[config.mk]
export PLATFORM = sky130hd
export DESIGN_NAME = dmem_arbiter
export DESIGN_NICKNAME = d
export VERILOG_FILES = /design/src/rtl/dmem_arbiter_pkg.sv /design/src/rtl/dmem_arbiter_mem_req_buf.sv /design/src/rtl/dmem_arbiter.sv
export SDC_FILE = /design/constraint.sdc
export NUM_CORES = 1
export LEC_CHECK = 0
export BUFFER_PORTS_ARGS = -buffer_cell sky130_fd_sc_hd__clkbuf_2
export CORE_AREA = 2 2 145 147
export CTS_BUF_LIST = sky130_fd_sc_hd__clkbuf_2 sky130_fd_sc_hd__clkbuf_4 sky130_fd_sc_hd__clkbuf_8
export DETAILED_ROUTE_END_ITERATION = 16
export DIE_AREA = 0 0 147 149
export GPL_TIMING_DRIVEN = 0
export PLACE_DENSITY = 0.79
export SKIP_CTS_REPAIR_TIMING = 1
export SLEW_MARGIN = 20
export SYNTH_ARGS = -nofsm -noshare
export SYNTH_HDL_FRONTEND = slang
export SYNTH_SLANG_ARGS = --single-unit
[constraint.sdc]
create_clock -name clk -period 13.7 [get_ports clk]
set_input_delay 3.425 -clock clk [delete_from_list [all_inputs] [get_ports clk]]
set_output_delay 3.425 -clock clk [all_outputs]
set_load 0.01 [all_outputs]
[src/rtl/dmem_arbiter_pkg.sv]
// rtl/dmem_arbiter_pkg.sv - shared widths, FSM states and request record for dmem_arbiter
package dmem_arbiter_pkg;

    localparam int DataBus     = 32;
    localparam int DataAddrBus = 32;
    localparam int InstAddrBus = 32;
    localparam int SelBus      = 4;

    typedef enum logic [2:0] {
        ARB_IDLE         = 3'd0,
        ARB_ISSUE_FIRST  = 3'd1,
        ARB_ISSUE_SECOND = 3'd2,
        ARB_DRAIN        = 3'd3,
        ARB_RESP         = 3'd4
    } arb_state_e;

    typedef struct packed {
        logic                   valid;
        logic                   we;
        logic [InstAddrBus-1:0] pc;
        logic [DataAddrBus-1:0] addr;
        logic [SelBus-1:0]      sel;
        logic [DataBus-1:0]     wdata;
    } mem_req_t;

    // Slot 2 goes first only when it is present and strictly older (lower PC) or alone.
    function automatic logic slot2_goes_first(input logic v1, input logic v2,
                                              input logic [InstAddrBus-1:0] pc1,
                                              input logic [InstAddrBus-1:0] pc2);
        return v2 && (!v1 || (pc2 < pc1));
    endfunction

endpackage

[src/rtl/dmem_arbiter_mem_req_buf.sv]
// rtl/dmem_arbiter_mem_req_buf.sv - one latched memory request slot
module mem_req_buf
    import dmem_arbiter_pkg::*;
(
    input  logic     clk,
    input  logic     rst,
    input  logic     i_load,
    input  mem_req_t i_req,
    output mem_req_t o_req
);

    mem_req_t r_req;

    always_ff @(posedge clk or posedge rst) begin
        if (rst) begin
            r_req <= '0;
        end else if (i_load) begin
            r_req <= i_req;
        end
    end

    assign o_req = r_req;

endmodule

[src/rtl/dmem_arbiter.sv]
// rtl/dmem_arbiter.sv - serialises a pair of data memory requests onto one RAM port in PC order
module dmem_arbiter
    import dmem_arbiter_pkg::*;
(
    input  logic                   clk,
    input  logic                   rst,
    input  logic                   req1_valid_i,
    input  logic                   req1_we_i,
    input  logic [InstAddrBus-1:0] req1_pc_i,
    input  logic [DataAddrBus-1:0] req1_addr_i,
    input  logic [SelBus-1:0]      req1_sel_i,
    input  logic [DataBus-1:0]     req1_wdata_i,
    input  logic                   req2_valid_i,
    input  logic                   req2_we_i,
    input  logic [InstAddrBus-1:0] req2_pc_i,
    input  logic [DataAddrBus-1:0] req2_addr_i,
    input  logic [SelBus-1:0]      req2_sel_i,
    input  logic [DataBus-1:0]     req2_wdata_i,
    output logic                   req_ready_o,
    output logic                   resp_valid_o,
    output logic [DataBus-1:0]     resp1_rdata_o,
    output logic [DataBus-1:0]     resp2_rdata_o,
    output logic                   ram_ce_o,
    output logic                   ram_we_o,
    output logic [DataAddrBus-1:0] ram_addr_o,
    output logic [SelBus-1:0]      ram_sel_o,
    output logic [DataBus-1:0]     ram_wdata_o,
    input  logic [DataBus-1:0]     ram_rdata_i
);

    arb_state_e         r_state;
    arb_state_e         w_next;
    logic               r_slot2_first;
    logic [DataBus-1:0] r_resp1;
    logic [DataBus-1:0] r_resp2;
    logic               w_accept;
    logic               w_last_is_2;
    logic               w_last_we;
    mem_req_t           w_in1;
    mem_req_t           w_in2;
    mem_req_t           w_buf1;
    mem_req_t           w_buf2;
    mem_req_t           w_first;
    mem_req_t           w_second;
    logic               w_unused_pc;

    assign w_accept = (r_state == ARB_IDLE) && (req1_valid_i || req2_valid_i);

    // An absent slot is latched as all-zero so it can never reach the RAM port.
    always_comb begin
        w_in1 = '0;
        w_in2 = '0;
        if (req1_valid_i) begin
            w_in1 = {1'b1, req1_we_i, req1_pc_i, req1_addr_i, req1_sel_i, req1_wdata_i};
        end
        if (req2_valid_i) begin
            w_in2 = {1'b1, req2_we_i, req2_pc_i, req2_addr_i, req2_sel_i, req2_wdata_i};
        end
    end

    mem_req_buf u_buf1 (.clk(clk), .rst(rst), .i_load(w_accept), .i_req(w_in1), .o_req(w_buf1));
    mem_req_buf u_buf2 (.clk(clk), .rst(rst), .i_load(w_accept), .i_req(w_in2), .o_req(w_buf2));

    // Latched PCs stay in the slots for observability; the issue order is already registered.
    assign w_unused_pc = ^{w_buf1.pc, w_buf2.pc};

    assign w_first     = r_slot2_first ? w_buf2 : w_buf1;
    assign w_second    = r_slot2_first ? w_buf1 : w_buf2;
    assign w_last_is_2 = w_second.valid ? !r_slot2_first : r_slot2_first;
    assign w_last_we   = w_second.valid ? w_second.we : w_first.we;

    always_ff @(posedge clk or posedge rst) begin
        if (rst) begin
            r_state       <= ARB_IDLE;
            r_slot2_first <= 1'b0;
        end else begin
            r_state <= w_next;
            if (w_accept) begin
                r_slot2_first <= slot2_goes_first(req1_valid_i, req2_valid_i, req1_pc_i, req2_pc_i);
            end
        end
    end

    always_comb begin
        w_next = r_state;
        case (r_state)
            ARB_IDLE:         if (w_accept) w_next = ARB_ISSUE_FIRST;
            ARB_ISSUE_FIRST:  w_next = w_second.valid ? ARB_ISSUE_SECOND : ARB_DRAIN;
            ARB_ISSUE_SECOND: w_next = ARB_DRAIN;
            ARB_DRAIN:        w_next = ARB_RESP;
            ARB_RESP:         w_next = ARB_IDLE;
            default:          w_next = ARB_IDLE;
        endcase
    end

    always_comb begin
        req_ready_o  = 1'b0;
        resp_valid_o = 1'b0;
        ram_ce_o     = 1'b0;
        ram_we_o     = 1'b0;
        ram_addr_o   = '0;
        ram_sel_o    = '0;
        ram_wdata_o  = '0;
        case (r_state)
            ARB_IDLE: req_ready_o = !rst;
            ARB_ISSUE_FIRST: begin
                ram_ce_o    = 1'b1;
                ram_we_o    = w_first.we;
                ram_addr_o  = w_first.addr;
                ram_sel_o   = w_first.sel;
                ram_wdata_o = w_first.wdata;
            end
            ARB_ISSUE_SECOND: begin
                ram_ce_o    = 1'b1;
                ram_we_o    = w_second.we;
                ram_addr_o  = w_second.addr;
                ram_sel_o   = w_second.sel;
                ram_wdata_o = w_second.wdata;
            end
            ARB_RESP: resp_valid_o = 1'b1;
            default: ;
        endcase
    end

    // RAM data lags its issue by one cycle, so each capture targets the previously issued slot.
    always_ff @(posedge clk or posedge rst) begin
        if (rst) begin
            r_resp1 <= '0;
            r_resp2 <= '0;
        end else if (w_accept) begin
            r_resp1 <= '0;
            r_resp2 <= '0;
        end else if (r_state == ARB_ISSUE_SECOND && !w_first.we) begin
            if (r_slot2_first) r_resp2 <= ram_rdata_i;
            else               r_resp1 <= ram_rdata_i;
        end else if (r_state == ARB_DRAIN && !w_last_we) begin
            if (w_last_is_2) r_resp2 <= ram_rdata_i;
            else             r_resp1 <= ram_rdata_i;
        end
    end

    assign resp1_rdata_o = r_resp1;
    assign resp2_rdata_o = r_resp2;

endmodule

# Word-level counts from Yosys, hierarchy flattened
# Cells that the tools add are included.
[word_totals] wordCells=68 output_inout_bits=136 in_bits=238 ff_bits=272
[classes] mux=26 eq_ne=8 n_lt_le_gt_ge=1 reduce_logical=17
[op_table] op="2-to-1 mux 32 bit" count=10
[op_table] op="2-to-1 mux 102 bit" count=3
[op_table] op="case mux 32 bit (2 select lines)" count=2
[op_table] op="2-to-1 mux 101 bit" count=1
[op_table] op="< comparator 32 bit" count=1
[op_table] op="case mux 3 bit (4 select lines)" count=1
[op_table] op="case mux 4 bit (2 select lines)" count=1
[op_table] op="equality test 3 x 2 -> 1 bit (second input constant)" count=2
[op_table] op="2-to-1 mux 1 bit" count=6
[op_table] op="inequality test 3 x 2 -> 1 bit (second input constant)" count=2
[op_table] op="AND reduction 3 bit" count=2
[op_table] op="nonzero test 3 bit" count=2
[op_table] op="logical NOT 1 bit" count=5
[op_table] op="logical AND 1 bit" count=4
[op_table] op="equality test 3 x 1 -> 1 bit (second input constant)" count=1
[op_table] op="equality test 3 bit (second input constant)" count=1
[op_table] op="logical NOT 3 bit" count=1
[op_table] op="2-to-1 mux 3 bit" count=1
[op_table] op="inequality test 3 x 1 -> 1 bit (second input constant)" count=1
[op_table] op="logical OR 1 bit" count=2
[op_table] op="inequality test 2 x 1 -> 1 bit (second input constant)" count=1
[op_table] op="case mux 1 bit (2 select lines)" count=1
[op_table] op="OR reduction 2 bit" count=1

# Longest topological paths before layout
[depth] ltp_word=7 ltp_mapped=9

# By module
# Synthesis repeated with hierarchy kept, for this count alone.
[hier_totals] cells_unflattened=1256 area_unflattened_um2=14863.0
[by_module_without_submodules] module="mem_req_buf" area_per_inst_um2=4112.7 cells_each=216 seq_area_each_um2=2552.4 instances=2
[by_module_without_submodules] module="dmem_arbiter" area_per_inst_um2=6637.6 cells_each=824 seq_area_each_um2=1701.6 instances=1

# Worst setup path after synthesis
# OpenSTA, ideal clock, no wires.
[synth_path] path_kind="input to output" startpoint="in rst" endpoint="out req_ready_o" t_arrival_ns=3.778 slack_ns=6.497 cell_stages=1 n_path_buf=0 cell_sequence="nor4_1"
[synth_between] elab_chain_len=2
[synth_lines] element="start: declaration" line="dmem_arbiter.sv:6" source="input logic rst,"
[synth_lines] element="logical NOT 1 bit (no line)"
[synth_lines] element="2-to-1 mux 1 bit" line="dmem_arbiter.sv:104" source="case (r_state)"
[synth_lines] element="end: declaration" line="dmem_arbiter.sv:19" source="output logic req_ready_o,"
# Every way passes these cells.

# Final worst setup path
# Ends and elaborated chain as after synthesis.

==> impl_metrics.ini <==
[outcome]
status = finished, final reports clean

[route]
viasPerCell = 5.608
detail_route.iter0.violations = 396
ant_nets = 0
wire_per_inst_um = 19.61
drc = 0
finalWirelength_mm = 31.16
drt_pre_antenna_iters = 4
vias = 8911

[die]
placementRows = 53
pin_count = 374
die_y_um = 149
die_w_um = 147
core_um2 = 20560
die-area_um2 = 21900
floorplan.initialDensity = 0.4752

[global_routing]
grt_pass1_vias = 8953
grt_max_degree = 85
grtUsageTotal = 0.2813
grt_overflow = 0
grt_antenna_before_repair = 5
grt_pass1_wl_mm = 48.24

[logic_synthesis]
synth_top_cell_by_area = dfrtp_1
ys_seq_area_frac = 0.5328
synth-main-ff-cell = dfrtp_1
avgSynthCellArea_um2 = 11.19
synth-edff-count = 0
synthesis.nets = 1142
ys_warn_count = 0
async_flop_share = 1.000
synth_top_area_share = 0.5328
netlist_instances = 873
ys_top_cells_by_area = dfrtp_1 53%, a22o_1 17%, ha_1 4.0%
ys_types = 50
synthesis.area_um2 = 9769
synth-seq-cells = 208

[run]
cap_violations = 0

[clocking]
clk_pin_slew_worst_paths_ns = 0.05
clock_latency_ns = 0.53
cts.sinks = 208
clock_tree.buffer_depth = 3
cts_max_level = 2
cts_root_buffer = clkbuf_8
cts_tree = built
cts_buffers = 36

[timing]
max_freq_mhz = 133.2
hold_viol_final = 0
period_needed_ns = 7.506
slew_headroom = 0.3250
setup_tns_ns = 0
fin_worst_skew_ns = 0.02692
worstMarginPinSlew_ns = 1.006
slew_violations = 0
rsz0062_at_grt = false
hold_slack_ns = 0.4967
setup_ws_ns = 6.194
finalSetupViolations = 0
fin_crit_sh = 0.5479

[hold_path]
holdCritPathClass = flop to flop
hold_depth = 1
min-delay-start = u_buf1.o_req[11]$_DFFE_PP0P_
min_to = u_buf1.o_req[11]$_DFFE_PP0P_

[cells_and_area]
areaGrowthSynthToFinish_pct = 30.97
final_nets = 1555
fillers = 1721
layout-drive-gt1-share = 0.4172
post-route-util = 0.6224

[worst_setup_path]
reg2regPathDepth = 5
start_kind = input pin
cp-end-kind = output port
worstPathRequired_ns = 10.27
regToRegSetupSlack_ns = 11.12
crit_type = input pin to output port
worstPathArrival_ns = 4.08
worst_r2r_endpoint = u_buf2.o_req[40]$_DFFE_PP0P_
cp_max_fo = 2
r2r_start = r_state[0]$_DFFE_PP0P_

[place]
pre_cts_slack_ns = 6.179
numPortBuffers = 373
place_hpwl_mm = 23.21
place_congestion = 0.8290

[pwr]
power.density_nw_per_um2 = 227.0
p_leak_uw = 0.006730
finalPower_uw = 2904
ir_worst_vdd_v = 0.00009992
-- synth_stat cells (3+ instances only) --
master and number:
clkbuf_2 3, inv_1 35, nand2_2 32, buf_2 20, a21oi_1 9, a211oi_1 6
o21ai_0 30, nor2_1 25, ha_1 31, nand3_1 33, buf_12 5, a221oi_1 30
nor3_1 3, a22o_1 192, nand2_1 81, o21ai_1 10, nand4_1 5, clkbuf_1 43
buf_6 3, dfrtp_1 208, o21ai_2 32
-- power breakdown --
group / internal, uW / switching, uW
clock network: 333 / 249
registers: 836 / 139
logic: 545 / 802
total: 1710 / 1190
-- logic make-up (layout without fill, tap and decap cells) --
group | Yosys count | in the layout | share of synthesized area
simple gates | 197 | 197 | 0.09849
fa+ha+maj | 31 | 31 | 0.03970
buf+inv | 112 | 550 | 0.05738
flops | 208 | 208 | 0.5328
mux | 2 | 2 | 0.002049
compound gates | 323 | 323 | 0.2696
other cells | 0 | 3 | 0
-- critical path, cell delays in order --
cell and delay (ns):
clkbuf_2 0.14, nor4_1 0.31, clkbuf_2 0.21
-- worst max-delay path by stage --
stage	startpoint	to	slack (ns)	cells past startpoint
floorplan	rst	r_slot2_first$_DFFE_PP0P_	4.59	1
global placement	rst	u_buf1.o_req[54]$_DFFE_PP0P_	2.32	2
detailed placement	rst	req_ready_o	6.18	3
CTS	rst	req_ready_o	6.18	3
global route	rst	req_ready_o	6.20	3
finish	rst	req_ready_o	6.19	3
-- state kept, by name, indices dropped and copies added, names as in the netlist --
name           flops
r_slot2_first      1
r_state            3
resp2_rdata_o     32
u_buf2.o_req      70
resp1_rdata_o     32
u_buf1.o_req      70
-- cells in the final DEF, fill, tap and decap left out, types with 3 or more instances in the layout --
cell type  netlist  routed
diode_2          0       3
clkbuf_1        43      43
o21ai_1         10      10
buf_6            3       3
inv_1           35      34
nor2_1          25      25
o21ai_0         30      30
nand3_1         33      33
ha_1            31      31
nand4_1          5       5
buf_2           20      20
a211oi_1         6       6
a221oi_1        30      30
buf_12           5       5
a21oi_1          9       9
dfrtp_1        208     208
clkbuf_4         0      16
nand2_2         32      32
nor3_1           3       3
clkbuf_8         0      44
a22o_1         192     192
nand2_1         81      81
clkbuf_2         3     376
o21ai_2         32      32
-- final cells by class --
cell class | instances | area, um^2 | area share
sequential | 208 | 5205 | 0.4068
multi-input combinational | 553 | 4004 | 0.3129
timing repair buffer | 375 | 1922 | 0.1502
clock buffer | 60 | 725.7 | 0.05672
buffer | 77 | 429.2 | 0.03354
tap | 275 | 344.1 | 0.02689
inverter | 35 | 138.9 | 0.01085
clock inverter | 3 | 18.77 | 0.001467
antenna | 3 | 7.507 | 0.0005867
-- routing by layer --
layer,global-route usage,part of all wire
met4,0.09471,0.029
met5,0,0.00096
met1,0.3531,0.39
met3,0.07034,0.084
met2,0.4793,0.49
-- stage by stage --
stage / cell area [um^2] / std cells
final: 12790 / 1589
after CTS: 12790 / 1586
after global placement: 11980 / 1521
after global routing: 12790 / 1589
after detailed placement: 12040 / 1523
after floorplan: 9769 / 873
Note: power is estimated with default switching activity, not from simulation.
